<file path="src/rtl/pwm_pkg.sv">
// ============================================================
// pwm_pkg : shared types and defaults for the PWM capture block
// Rev 1.0
// ============================================================
`default_nettype none

package pwm_pkg;

  localparam int DUTY_W      = 8;
  localparam int DEF_CNT_W   = 16;
  localparam int DEF_TIMEOUT = 1024;

  typedef enum logic [1:0] {
    ST_IDLE = 2'd0,
    ST_ARM  = 2'd1,
    ST_MEAS = 2'd2
  } state_e;

endpackage

`default_nettype wire

</file>
<file path="src/rtl/pwm_div.sv">
// ============================================================
// pwm_div : sequential restoring divider, floor(high*256/period)
// Rev 1.0
// ============================================================
`default_nettype none

module pwm_div
  import pwm_pkg::*;
#(
  parameter int CNT_W = DEF_CNT_W
) (
  input  logic              clk,
  input  logic              rst,
  input  logic              i_abort,
  input  logic              i_start,
  input  logic [CNT_W-1:0]  i_high,
  input  logic [CNT_W-1:0]  i_period,
  output logic              o_busy,
  output logic              o_done,
  output logic [DUTY_W-1:0] o_quot
);

  localparam logic [3:0] C_ITER = 4'(DUTY_W);

  logic [CNT_W-1:0]  r_rem;
  logic [CNT_W-1:0]  r_dvs;
  logic [DUTY_W-1:0] r_q;
  logic [DUTY_W-1:0] r_quot;
  logic [3:0]        r_cnt;
  logic              r_busy;
  logic              r_done;
  logic              r_sat;
  logic [CNT_W:0]    w_shift;
  logic [CNT_W-1:0]  w_diff;
  logic              w_ge;

  // Remainder stays below the divisor, so the shifted value fits CNT_W+1 bits
  // and the difference always fits CNT_W bits.
  assign w_shift = {r_rem, 1'b0};
  assign w_ge    = (w_shift >= {1'b0, r_dvs});
  assign w_diff  = w_shift[CNT_W-1:0] - r_dvs;

  always_ff @(posedge clk) begin
    if (rst) begin
      r_rem  <= '0;
      r_dvs  <= '0;
      r_q    <= '0;
      r_quot <= '0;
      r_cnt  <= '0;
      r_busy <= 1'b0;
      r_done <= 1'b0;
      r_sat  <= 1'b0;
    end else if (i_abort) begin
      r_cnt  <= '0;
      r_busy <= 1'b0;
      r_done <= 1'b0;
    end else begin
      r_done <= 1'b0;
      if (i_start && !r_busy) begin
        r_rem  <= i_high;
        r_dvs  <= i_period;
        r_q    <= '0;
        r_cnt  <= '0;
        r_sat  <= (i_high >= i_period);
        r_busy <= 1'b1;
      end else if (r_busy) begin
        if (r_cnt == C_ITER) begin
          r_busy <= 1'b0;
          r_done <= 1'b1;
          r_quot <= r_sat ? '1 : r_q;
        end else begin
          r_rem <= w_ge ? w_diff : w_shift[CNT_W-1:0];
          r_q   <= {r_q[DUTY_W-2:0], w_ge};
          r_cnt <= r_cnt + 1'b1;
        end
      end
    end
  end

  assign o_busy = r_busy | r_done;
  assign o_done = r_done;
  assign o_quot = r_quot;

endmodule

`default_nettype wire

</file>
<file path="src/rtl/pwm_capture.sv">
// ============================================================
// pwm_capture : PWM period / high-time / duty capture with timeout
// Rev 1.0
// ============================================================
`default_nettype none

module pwm_capture
  import pwm_pkg::*;
#(
  parameter int CNT_W   = DEF_CNT_W,
  parameter int TIMEOUT = DEF_TIMEOUT
) (
  input  logic              wb_clk_i,
  input  logic              wb_rst_i,
  input  logic              en,
  input  logic              pwm_in,
  input  logic              pwm_comp_in,
  input  logic              clr_err,
  output logic [DUTY_W-1:0] duty_out,
  output logic [CNT_W-1:0]  period_out,
  output logic [CNT_W-1:0]  high_out,
  output logic              valid,
  output logic              overlap_err,
  output logic              ovr_err
);

  localparam int               TO_W      = $clog2(TIMEOUT + 1);
  localparam logic [CNT_W-1:0] C_CNT_MAX = '1;
  localparam logic [CNT_W-1:0] C_CNT_ONE = CNT_W'(1);

  logic [1:0]        r_sync_p;
  logic [1:0]        r_sync_c;
  logic              r_lvl;
  logic              r_rise;
  state_e            r_state;
  logic [TO_W-1:0]   r_to;
  logic [CNT_W-1:0]  r_per;
  logic [CNT_W-1:0]  r_hi;
  logic [CNT_W-1:0]  r_lat_per;
  logic [CNT_W-1:0]  r_lat_hi;
  logic [DUTY_W-1:0] r_duty;
  logic [CNT_W-1:0]  r_period;
  logic [CNT_W-1:0]  r_high;
  logic              r_valid;
  logic              r_ovl;
  logic              r_ovr;

  logic              w_close;
  logic              w_start;
  logic              w_timeout;
  logic              w_busy;
  logic              w_done;
  logic [DUTY_W-1:0] w_quot;

  // r_lvl is the synced level delayed to line up with r_rise.
  always_ff @(posedge wb_clk_i) begin
    if (wb_rst_i) begin
      r_sync_p <= '0;
      r_sync_c <= '0;
      r_lvl    <= 1'b0;
      r_rise   <= 1'b0;
    end else begin
      r_sync_p <= {r_sync_p[0], pwm_in};
      r_sync_c <= {r_sync_c[0], pwm_comp_in};
      r_lvl    <= r_sync_p[1];
      r_rise   <= r_sync_p[1] & ~r_lvl;
    end
  end

  assign w_close   = en && (r_state == ST_MEAS) && r_rise;
  assign w_start   = w_close && !w_busy;
  assign w_timeout = en && (r_state != ST_IDLE) && !r_rise &&
                     (r_to == TO_W'(TIMEOUT - 1));

  always_ff @(posedge wb_clk_i) begin
    if (wb_rst_i) begin
      r_state   <= ST_IDLE;
      r_to      <= '0;
      r_per     <= '0;
      r_hi      <= '0;
      r_lat_per <= '0;
      r_lat_hi  <= '0;
      r_duty    <= '0;
      r_period  <= '0;
      r_high    <= '0;
      r_valid   <= 1'b0;
      r_ovl     <= 1'b0;
      r_ovr     <= 1'b0;
    end else begin
      r_valid <= 1'b0;
      if (!en) begin
        r_state <= ST_IDLE;
        r_to    <= '0;
      end else begin
        case (r_state)
          ST_IDLE: begin
            r_state <= ST_ARM;
            r_to    <= '0;
          end
          ST_ARM, ST_MEAS: begin
            if (r_rise) begin
              // The edge cycle opens the next window.
              r_state <= ST_MEAS;
              r_to    <= '0;
              r_per   <= C_CNT_ONE;
              r_hi    <= C_CNT_ONE;
              if (w_start) begin
                r_lat_per <= r_per;
                r_lat_hi  <= r_hi;
              end
            end else if (w_timeout) begin
              r_state <= ST_ARM;
              r_to    <= '0;
            end else begin
              r_to <= r_to + 1'b1;
              if (r_per != C_CNT_MAX) r_per <= r_per + 1'b1;
              if (r_lvl && (r_hi != C_CNT_MAX)) r_hi <= r_hi + 1'b1;
            end
          end
          default: r_state <= ST_IDLE;
        endcase
      end

      if (w_timeout) begin
        r_valid  <= 1'b1;
        r_period <= '0;
        r_high   <= '0;
        r_duty   <= {DUTY_W{r_lvl}};
      end else if (w_done && en) begin
        r_valid  <= 1'b1;
        r_period <= r_lat_per;
        r_high   <= r_lat_hi;
        r_duty   <= w_quot;
      end

      r_ovl <= (r_sync_p[1] & r_sync_c[1]) | (r_ovl & ~clr_err);
      r_ovr <= (w_close & w_busy) | (r_ovr & ~clr_err);
    end
  end

  pwm_div #(
    .CNT_W (CNT_W)
  ) u_div (
    .clk      (wb_clk_i),
    .rst      (wb_rst_i),
    .i_abort  (~en),
    .i_start  (w_start),
    .i_high   (r_hi),
    .i_period (r_per),
    .o_busy   (w_busy),
    .o_done   (w_done),
    .o_quot   (w_quot)
  );

  assign duty_out    = r_duty;
  assign period_out  = r_period;
  assign high_out    = r_high;
  assign valid       = r_valid;
  assign overlap_err = r_ovl;
  assign ovr_err     = r_ovr;

endmodule

`default_nettype wire
</file>
<file path="config.mk">
export PLATFORM = sky130hd
export DESIGN_NAME = pwm_capture
export DESIGN_NICKNAME = d
export VERILOG_FILES = /design/src/rtl/pwm_pkg.sv /design/src/rtl/pwm_div.sv /design/src/rtl/pwm_capture.sv
export SDC_FILE = /design/constraint.sdc
export NUM_CORES = 1
export LEC_CHECK = 0
export CAP_MARGIN = 5
export CORE_MARGIN = 2
export CORE_UTILIZATION = 59
export DETAILED_ROUTE_END_ITERATION = 7
export HOLD_SLACK_MARGIN = 0.12
export PLACE_DENSITY = 0.79
export SLEW_MARGIN = 5
export SYNTH_ARGS = -nofsm -noshare
export SYNTH_HDL_FRONTEND = slang
export SYNTH_SLANG_ARGS = --single-unit
</file>
<file path="constraint.sdc">
create_clock -name wb_clk_i -period 2.62 [get_ports wb_clk_i]
set_input_delay 0.393 -clock wb_clk_i [delete_from_list [all_inputs] [get_ports wb_clk_i]]
set_output_delay 0.393 -clock wb_clk_i [all_outputs]
set_load 0.005 [all_outputs]
</file>
### Word-level counts from Yosys, hierarchy flattened

Index checks and enable logic that the tools add are counted.

* bits in registers: 181

* add/subtract/negate cells: 5
* order comparisons: 2
* eq/ne operators: 9
* multiplexer cells: 28
* bitwise operators: 14
* reduce and logical (&&, ||, !) cells: 31

Operator list (count)
* two-way mux 16 bit: 10
* two-way mux 8 bit: 6
* adder 16 x 1 -> 16 bit (second input constant): 2
* != test 16 bit (second input constant): 2
* two-way mux 11 bit: 2
* case mux 11 bit (2 select lines): 1
* greater-or-equal comparator 17 x 16 -> 1 bit: 1
* greater-or-equal comparator 16 bit: 1
* AND reduction 4 bit: 4
* subtractor 16 bit: 1
* nonzero test 2 bit: 6
* adder 11 x 1 -> 11 bit (second input constant): 1
* == test 11 x 10 -> 1 bit (second input constant): 1
* logical AND 1 bit: 9
* two-way mux 1 bit: 6
* inverter 1 bit: 6
* OR reduction 2 bit: 3
* AND 1 bit: 5
* adder 4 x 1 -> 4 bit (second input constant): 1
* == test 4 bit (second input constant): 1
* two-way mux 2 bit: 2
* case mux 2 bit (2 select lines): 1
* AND reduction 2 bit: 2
* OR reduction 4 bit: 1
* 10 further kinds: 14

### Depth between registers and ports, before layout

Gate-level depths: netlist (run 1).

* depth after elaboration: 7
* gate-level depth with buffers: 12
* gate-level depth less buffers: 10

### By module

A second synthesis (run 1) with hierarchy kept.

* cells, all modules: 1128
* area, all modules: 8942.3 µm²

Modules (own cells, without submodules)
* pwm_capture: instances 1, cells each 637, area each 5231.3 µm²
* pwm_div: instances 1, cells each 491, area each 3711.1 µm²

### Worst setup path before layout (run 1)

No wires, ideal clock.

* path type: reg2reg
* from: register u_div.r_dvs[1]
* to: register u_div.r_rem[8]
* setup time: 0.134 ns
* arrival time: 2.276 ns
* setup slack: 0.210 ns
* stages on the path, launching flop included: 13
* period minus slack after synthesis: 2.410 ns
* cell sequence: dfxtp_1 -> inv_1 -> ha_1 -> nor2b_1 -> o211ai_1 -> nand2_1 -> a311oi_2 -> nand3_2 -> a31oi_4 -> buf_6 -> buf_6 -> mux2i_1 -> o22ai_1

* cells in the longest elaborated chain, start to end: 5
* elaborated cells between the ends (all ways): 6

Ends and longest elaborated chain
* start, declared: line pwm_div.sv:26 `logic [CNT_W-1:0] r_dvs;`
* start signal, assigned: line pwm_div.sv:61 `r_dvs <= i_period;`
* subtractor 16 bit / greater-or-equal comparator 17 x 16 -> 1 bit (equally long branches): line pwm_div.sv:41, pwm_div.sv:40
* two-way mux 16 bit (*): line pwm_div.sv:72 `r_rem <= w_ge ? w_diff : w_shift[CNT_W-1:0];`
* two-way mux 16 bit (*): line pwm_div.sv:67 `if (r_cnt == C_ITER) begin`
* two-way mux 16 bit (*): line pwm_div.sv:66 `end else if (r_busy) begin`
* two-way mux 16 bit (*): line pwm_div.sv:59 `if (i_start && !r_busy) begin`
* end signal, assigned: line pwm_div.sv:60 `r_rem <= i_high;`
* end signal, assigned: line pwm_div.sv:72
* end, declared: line pwm_div.sv:25 `logic [CNT_W-1:0] r_rem;`

Mark *: on every way between the ends. The rest lies on a longest branch, timed or not. The select of a mux whose other input is x is not followed.
A chain may end at the register's enable or synchronous reset.

### Worst setup path after layout (run 1)

* from: register u_div.r_dvs[8]
* to: register u_div.r_rem[1]

* cells in the longest elaborated chain, start to end: 5

Ends and longest elaborated chain
* greater-or-equal comparator 17 x 16 -> 1 bit: line pwm_div.sv:40 `assign w_ge = (w_shift >= {1'b0, r_dvs});`
* two-way mux 16 bit: line pwm_div.sv:72
* two-way mux 16 bit: line pwm_div.sv:67
* two-way mux 16 bit: line pwm_div.sv:66
* two-way mux 16 bit: line pwm_div.sv:59

Every way passes these cells. The select of a mux whose other input is x is not followed.

==> results.cfg, run 1 <==
[floorplanning]
start_util = 0.596
fp.dieH_um = 122
coreArea_um2 = 13700
num_rows = 43
fp.dieW_um = 122
ios = 49
dieArea_um2 = 14800

[yosys]
post_synth_num_cell_types = 64
muxShareOfSynthArea = 0.0173
yosys.area.top_type = dfxtp_1
yosysTopAreaCellShare = 0.443
synthSimpleGateAreaFrac = 0.215
ys_async_sr_fraction = 0
synthesis.nets = 1045
synth_top_family_by_area = simple AND/OR/NAND/NOR gates
synth_fa_ha_area_frac = 0.0637
synth_area_um2 = 8180
yosysSeqAreaShare = 0.443
synth_area_per_cell_um2 = 8.19
yosys_warnings = 0
synth-compound-area-share = 0.161
netlist_top_cells_area = dfxtp_1 (44%), nand2_1 (9.8%), a21oi_1 (6.4%)
synth_xor_area_frac = 0.0536
synth_ff_type = dfxtp_1
synth.most_common_cell = nand2_1
ys_ff_latch = 181
synth_edf_count = 0
synth_cells = 998
synth_common_cells = nand2_1 (213), dfxtp_1 (181), a21oi_1 (104)

[critical_path]
crit_chain = inv_1 > ha_1 > nand4_1 > nor2_4 > o2bb2ai_1 > a311oi_2 > nand3_2 > a31oi_4 > mux2_2 > a211oi_2
arrival_ns = 2.87
required_ns = 2.97
cp_top_family = compound AO/OA/AOI/OAI gates
cp-end-kind = flop
timing_worst_setup_path_type = flop to flop
crit_path_max_incr_delay_ns = 0.38
critPathBufInv = 1
cp-start-kind = flop
crit_fanout = 5
crit_slowest_cell = mux2_2

[routing]
vias = 7080
wl_um = 19400
routed_via_density = 5.65
drt-initial-drc-count = 717
wl_met1_um = 9040
dr.pass1.iters = 5
drc_errors = 0
wl_met2_um = 8900
drt.antenna.violating_nets = 0
routed.top_layer = met4
dr_wl_met3_um = 1010
drt-wirelength-per-cell_um = 15.5

[clock_tree]
htreeDepth = 4
cts_buffers = 17
cts_max_path_buffers = 2
cts_hold_buf = 0
tritoncts = done
clk_pin_slew_ns = 0.07
cts_sinks = 181
insertion_delay_ns = 0.44
cts_root_buf = clkbuf_16

[timing]
worstMarginPinSlew_ns = 0.568
finalCritPeriodShare = 0.959
slew_headroom = 0.620
setup_viol = 0
min_period_ns = 2.51
drv_slew = 0
worst_slack_ns = 0.107
whs_ns = 0.269
skew_ns = 0.00879
rsz0062_at_grt = true
fmax_ghz = 0.398
finalHoldViolCount = 0
final.setup.tns_ns = 0

[cells_and_area]
syn_to_final_growth_pct = 18.4
instances_no_fill = 1252
diodes = 0
fillerInstances = 1065
seqCellArea_um2 = 3620
multiInputGateArea_um2 = 4230
layout.nets = 1106
drive_gt1_frac = 0.102

[min_path]
hold_class = input port to flop

[placement]
dp_cells = 1218
dp.final_hpwl_um = 13300
place.gp.congestion = 0.868
port_buffers = 48
pre_cts_ws_ns = 0.0684

[grt]
grt.total_usage = 0.277
grt_max_degree = 49
grt_pass1_vias = 6473
antenna_found_initial = 0
grt_pass1_wl_um = 32200
grt-ovfl-total = 0

[flow_run]
maxCapViolations = 0

[pwr]
power.density_nw_per_um2 = 555
p_leak_uw = 0.00343
vdd_drop_max_uv = 398

[status]
status = completed
==> worst register-to-register path: cells and delay by family (launching register included) <==
| family | cells | cell delay, ns |
|---|---|---|
| adder cells (fa/ha/maj) | 1 | 0.36 |
| buffers and inverters | 1 | 0.05 |
| multiplexers | 1 | 0.38 |
| AO/OA/AOI/OAI | 4 | 0.91 |
| AND/OR/NAND/NOR | 3 | 0.41 |
| flip-flops | 1 | 0.33 |
==> power breakdown <==
| group | internal, uW | switching (uW) |
|---|---|---|
| logic | 31.5 | 69.7 |
| clock network | 1400 | 1100 |
| registers | 2760 | 6.05 |
==> cells in the final DEF, fill, tap and decap left out, drive strengths merged, types with 13 or more instances in the layout <==
cell type,count
o21ai,18
buf,49
clkdlybuf4s50,47
mux2i,13
nand4,16
ha,40
nand3,14
nor2b,15
dfxtp,181
a211oi,13
xor2,20
a21oi,105
nand2,214
nor2,99
clkbuf,20
xnor2,30
inv,48
a22oi,18
==> metrics by stage <==
step / total power [uW] / utilization / cell area [um2]
2_1_floorplan: 2890 / - / 8180
3_3_place_gp: 2920 / 0.657 / 9020
3_5_place_dp: 2930 / 0.657 / 9020
4_1_cts: 5400 / 0.700 / 9600
5_1_grt: 5530 / 0.706 / 9680
6_report: 5370 / 0.706 / 9680
==> cells by family after synthesis <==
kind of cell               after synthesis
DFF                                    181
and+or+nand+nor                        405
adders and majority gates               41
muxes                                   14
xor gates and xnor gates                50
AOI/OAI and AO/OA                      210
buffers and inverters                   97
==> registers in the layout (all words and copies together), names as in the netlist <==
name	cells
duty_out	8
high_out	16
overlap_err	1
ovr_err	1
period_out	16
r_hi	16
r_lat_hi	16
r_lat_per	16
r_lvl	1
r_per	16
r_rise	1
r_state	2
r_sync_c	2
r_sync_p	2
r_to	11
u_div.o_done	1
u_div.o_quot	8
u_div.r_busy	1
u_div.r_cnt	4
u_div.r_dvs	16
u_div.r_q	8
u_div.r_rem	16
u_div.r_sat	1
valid	1
==> final timing paths <==
check                                      end  slack (ns)  cells past startpoint      startpoint
worst min register to register     r_sync_p[1]        0.44                      1     r_sync_p[0]
worst max-delay path            u_div.r_rem[1]        0.11                     10  u_div.r_dvs[8]
worst max register to register  u_div.r_rem[1]        0.11                     10  u_div.r_dvs[8]
worst min-delay path              u_div.r_q[4]        0.27                      2        wb_rst_i
==> what timing repair did <==
action / CTS / global route
endpoints found under the setup margin: 0 / 17
resized for setup: 0 / 15
buffers inserted: 0 / 2
==> cell type report <==
cell class,instances,area share
multi-input cells,720,0.437
flip-flops and latches,181,0.374
repair buffers,96,0.0884
clock buffers,20,0.0482
well taps,180,0.0233
inverters,43,0.0167
clock inverters,12,0.0123
==> per-layer routing <==
metal,global-route usage,up-vias
li1,-,3502
met1,0.384,3352
met2,0.434,191
met3,0.0515,35
met4,0.0977,0
met5,0,-
Power figures use the tool's default switching activity.
==> run 2, diff against run 1 <==
- CORE_UTILIZATION: 59 -> 62
- CTS_BUF_LIST: not set -> sky130_fd_sc_hd__clkbuf_4 sky130_fd_sc_hd__clkbuf_8
- PLACE_DENSITY: 0.79 -> 0.82
- SLEW_MARGIN: 5 -> 20
- SYNTH_HIERARCHICAL: not set -> 1
==> results.cfg, run 2 <==
[yosys]
yosysTopAreaCellShare = 0.405
netlist_top_cells_area = dfxtp_1 (41%), nand2_1 (9.9%), a21oi_1 (8.0%)
yosys_warnings = 6
post_synth_num_cell_types = 80
synth_cells = 1128
synth_ff_type = dfxtp_1
synth_xor_area_frac = 0.0206
synth-compound-area-share = 0.214
synth_common_cells = nand2_1 (237), dfxtp_1 (181), a21oi_1 (143)
synth_area_per_cell_um2 = 7.93
synth_fa_ha_area_frac = 0.0582
muxShareOfSynthArea = 0.00895
yosysSeqAreaShare = 0.405
synthSimpleGateAreaFrac = 0.234
ys_ff_latch = 181
synth_edf_count = 0
synth_top_family_by_area = simple AND/OR/NAND/NOR gates
ys_async_sr_fraction = 0
synth_area_um2 = 8940
yosys.area.top_type = dfxtp_1
synthesis.nets = 1175
synth.most_common_cell = nand2_1

[floorplanning]
fp.dieH_um = 124
num_rows = 43
fp.dieW_um = 124
coreArea_um2 = 14000
dieArea_um2 = 15400
ios = 49
start_util = 0.639

[timing]
worst_slack_ns = 0.0733
slew_headroom = 0.440
skew_ns = 0.0118
setup_viol = 0
drv_slew = 0
min_period_ns = 2.55
finalCritPeriodShare = 0.972
fmax_ghz = 0.393
worstMarginPinSlew_ns = 0.839
whs_ns = 0.320
finalHoldViolCount = 0

[cells_and_area]
layout.nets = 1243
instances_no_fill = 1388
syn_to_final_growth_pct = 16.3
diodes = 0
post-route-util = 0.743
final_common_cell = nand2_1
layout_common_cells = nand2_1 (237), dfxtp_1 (181), a21oi_1 (142)
fin_area_um2 = 10400
drive_gt1_frac = 0.115

[routing]
drt-wirelength-per-cell_um = 16.7
drc_errors = 0
dr.pass1.iters = 8
drt-initial-drc-count = 767
wl_um = 23200
vias = 8433
drt.antenna.violating_nets = 0
routed_via_density = 6.08

[grt]
grt_pass1_vias = 7519
grt-ovfl-total = 0
grt_pass1_wl_um = 36800
antenna_found_initial = 0
grt.total_usage = 0.305
grt_max_degree = 42

[flow_run]
maxCapViolations = 0

[min_path]
hold_class = input port to flop

[pwr]
p_int_uw = 3970
p_comb_frac = 0.027
p_sw_frac = 0.221
power.switching_uw = 1130
p_leak_uw = 0.00367
power.density_nw_per_um2 = 490
share_seq_of_total_power = 0.541
vdd_drop_max_uv = 410
power_frac_clock = 0.432

[clock_tree]
insertion_delay_ns = 0.47
cts_root_buf = clkbuf_8
htreeDepth = 4
cts_sinks = 181
cts_max_path_buffers = 2
cts_buffers = 17
tritoncts = done
clk_pin_slew_ns = 0.09

[critical_path]
required_ns = 2.95
crit_fanout = 15
timing_worst_setup_path_type = flop to flop
r2r_slack_ns = 0.07
arrival_ns = 2.88
cp-start-kind = flop
cp-end-kind = flop

[placement]
pre_cts_ws_ns = 0.0213
port_buffers = 48
place.gp.congestion = 0.928
dp_cells = 1356
dp.final_hpwl_um = 16600
placed_cell_area_um2 = 9870

[status]
status = completed
==> run 2: cell types whose count changed in the layout (fill, tap and decap cells not counted), moves of 11 or more <==
cell,delta
a21oi_1,+40
o21ai_0,+13
nor2_1,-17
clkbuf_16,-17
buf_4,+22
nand3_1,+13
a22oi_1,-15
nand2_1,+24
xor2_1,-11
clkbuf_8,+15
xnor2_1,-18
==> run 2: power by group through the flow <==
stage	logic, uW	clock network [uW]	registers (uW)
2_1_floorplan	89.7	0	2820
3_3_place_gp	130	0	2820
3_5_place_dp	131	0	2820
4_1_cts	133	2220	2760
5_1_grt	146	2330	2760
6_report	136	2200	2760
==> run 2: final cells by class <==
type / instances / area [um2]
multi-input combinational: 824 / 4830
tap: 180 / 225
inverter: 54 / 203
fill: 1083 / 3590
clock inverter: 13 / 215
clock buffer: 18 / 248
timing repair buffer: 118 / 1050
sequential: 181 / 3620
==> run 2: path summary, 6_finish.rpt <==
| kind | start | endpoint | cells past startpoint |
|---|---|---|---|
| hold / removal | wb_rst_i | r_sync_p[1] | 2 |
| setup reg to reg | u_div/r_dvs[3] | u_div/r_rem[5] | 10 |
| setup / recovery | u_div/r_dvs[3] | u_div/r_rem[5] | 10 |
| hold reg to reg | r_sync_p[0] | r_sync_p[1] | 1 |
==> run 2: routing by layer <==
layer,global-route usage,vias to the layer above,part of all wire
met1,0.399,3986,0.43
li1,-,4075,-
met4,0.109,0,0.019
met5,0,-,0
met3,0.0614,39,0.070
met2,0.501,333,0.48
==> run 2: worst max-delay path, stage by stage, from the launching register on <==
cell and delay (ns):
dfxtp_1 0.34, inv_1 0.05, ha_1 0.35, a21o_1 0.23, a21oi_2 0.21, a31oi_2 0.20, o21ai_2 0.27, a21oi_4 0.10
buf_12 0.15, a2111oi_0 0.42, a211oi_1 0.08
==> run 2: repair_timing <==
| action | 4_1_cts | 5_1_grt |
|---|---|---|
| cloned | 0 | 0 |
| hold buffers | 0 | 0 |
| pin swaps | 0 | 1 |
| setup buffers | 0 | 1 |
| setup endpoints to repair | 1 | 14 |
| resized for setup | 1 | 9 |
| endpoints found under the hold margin | 0 | 0 |
==> run 2: metrics by stage <==
step | total power (uW) | TNS, ns
after floorplan | 2910 | 0
after global placement | 2950 | 0
after detailed placement | 2950 | 0
after CTS | 5110 | 0
after global routing | 5230 | -0.0243
final | 5100 | 0
==> run 2: kinds of logic after synthesis <==
logic type | after synthesis
fa+ha+maj | 41
mux | 8
buf+inv | 123
xor+xnor | 21
flops | 181
simple gates | 452
compound gates | 302
==> run 3, diff against run 2 <==
- CAP_MARGIN: 5 -> 20
- GPL_TIMING_DRIVEN: not set -> 0
==> results.cfg, run 3 (synthesis results as in run 2) <==
[clock_tree]
htreeDepth = 4
tritoncts = done
insertion_delay_ns = 0.48
cts_buffers = 17
clk_pin_slew_ns = 0.10
cts_hold_buf = 0
cts_max_path_buffers = 2
cts_root_buf = clkbuf_8
cts_sinks = 181

[critical_path]
critPathBufInv = 1
crit_slowest_cell = a2111oi_1
timing_worst_setup_path_type = flop to flop
crit_chain = or2_2 > nor2_2 > nand2b_2 > a21oi_4 > nor2_1 > buf_4 > a2111oi_1 > a211oi_1
cp_top_family = simple AND/OR/NAND/NOR gates
cp-end-kind = flop
arrival_ns = 2.91
cp-start-kind = flop
crit_path_max_incr_delay_ns = 0.47
crit_fanout = 10
ff2ff_path_depth = 8
r2r_slack_ns = 0.06
required_ns = 2.97
path_depth = 8

[min_path]
hold_class = input port to flop
min_path_cells = 3

[cells_and_area]
multiInputGateArea_um2 = 4890
layout_common_cells = nand2_1 (236), dfxtp_1 (179), a21oi_1 (141)
layout.nets = 1250
final_common_cell = nand2_1
fillerInstances = 1118
seqCellArea_um2 = 3630
diodes = 0
syn_to_final_growth_pct = 14.4
drive_gt1_frac = 0.0970

[timing]
min_period_ns = 2.56
finalCritPeriodShare = 0.978
drv_slew = 0
whs_ns = 0.333
setup_viol = 0
fmax_ghz = 0.390
worstMarginPinSlew_ns = 0.955
skew_ns = 0.0153
slew_headroom = 0.362
finalHoldViolCount = 0

[placement]
dp.final_hpwl_um = 17000
place.gp.congestion = 0.955
port_buffers = 46

[floorplanning]
coreArea_um2 = 14000
dieArea_um2 = 15400
ios = 49
start_util = 0.639
fp.dieH_um = 124
fp.dieW_um = 124
num_rows = 43

[routing]
dr.pass1.iters = 5
wl_um = 23700
drt-initial-drc-count = 908
drt-wirelength-per-cell_um = 17.0
vias = 8475
drt.antenna.violating_nets = 0
routed_via_density = 6.07
drc_errors = 0

[pwr]
power_uw = 4720
power_frac_clock = 0.386
p_comb_frac = 0.029
vdd_drop_max_uv = 338
power.density_nw_per_um2 = 462
power.switching_uw = 1210
share_seq_of_total_power = 0.584
p_leak_uw = 0.00346
p_int_uw = 3520
p_sw_frac = 0.255

[grt]
grt-ovfl-total = 0
antenna_found_initial = 0
grt_max_degree = 19
grt_pass1_vias = 7561
grt.total_usage = 0.311
grt_pass1_wl_um = 37100

[status]
status = completed

[flow_run]
maxCapViolations = 0
## run 3: area by class of cell
| type | instances | share of cell area |
|---|---|---|
| multi-input cells | 825 | 0.479 |
| flip-flops and latches | 181 | 0.355 |
| clock inverters | 14 | 0.0136 |
| plain buffers | 68 | 0.0332 |
| inverters | 54 | 0.0198 |
| well taps | 180 | 0.0220 |
| clock buffers | 18 | 0.0242 |
| repair buffers | 56 | 0.0541 |
## run 3: metrics by stage
stage | util | cells | setup TNS, ns | instance area [um2] | worst slack [ns]
after CTS | 0.718 | 1387 | 0 | 10000 | 0.00779
after global placement | 0.688 | 1354 | -0.186 | 9630 | -0.0607
after global routing | 0.731 | 1396 | -0.0426 | 10200 | -0.0330
final | 0.731 | 1396 | 0 | 10200 | 0.0584
after detailed placement | 0.688 | 1354 | -0.674 | 9630 | -0.134
after floorplan | - | 1128 | 0 | 8940 | 0.280
## run 3: routing by layer
layer / GRT usage / wire, um / vias up
met5: 0 / 0 / -
met4: 0.128 / 885 / 0
met3: 0.0820 / 2160 / 78
met2: 0.471 / 10400 / 401
met1: 0.421 / 10300 / 3897
li1: - / - / 4099
## run 3: what timing repair did
action	4_1_cts	5_1_grt
setup endpoints to repair	19	36
gates cloned	0	2
setup buffers	1	8
resized for setup	5	32
pin swaps	1	3
## run 3: worst min-delay path, cell delays in order
cell	delay (ns)
buf_2	0.17
nand4_1	0.13
a21oi_1	0.07
## run 3: final timing paths
kind,start,endpoint
setup reg to reg,u_div/r_busy,u_div/r_rem[6]
setup / recovery,u_div/r_busy,u_div/r_rem[6]
hold reg to reg,r_sync_p[0],r_sync_p[1]
hold / removal,en,ovr_err
## run 3: power by group through the flow
stage / Sequential (uW) / Clock, uW / Combinational (uW)
CTS: 2760 / 1840 / 132
global route: 2760 / 1980 / 146
detailed placement: 2830 / 0 / 131
finish: 2760 / 1830 / 138
floorplan: 2820 / 0 / 89.7
global placement: 2830 / 0 / 129
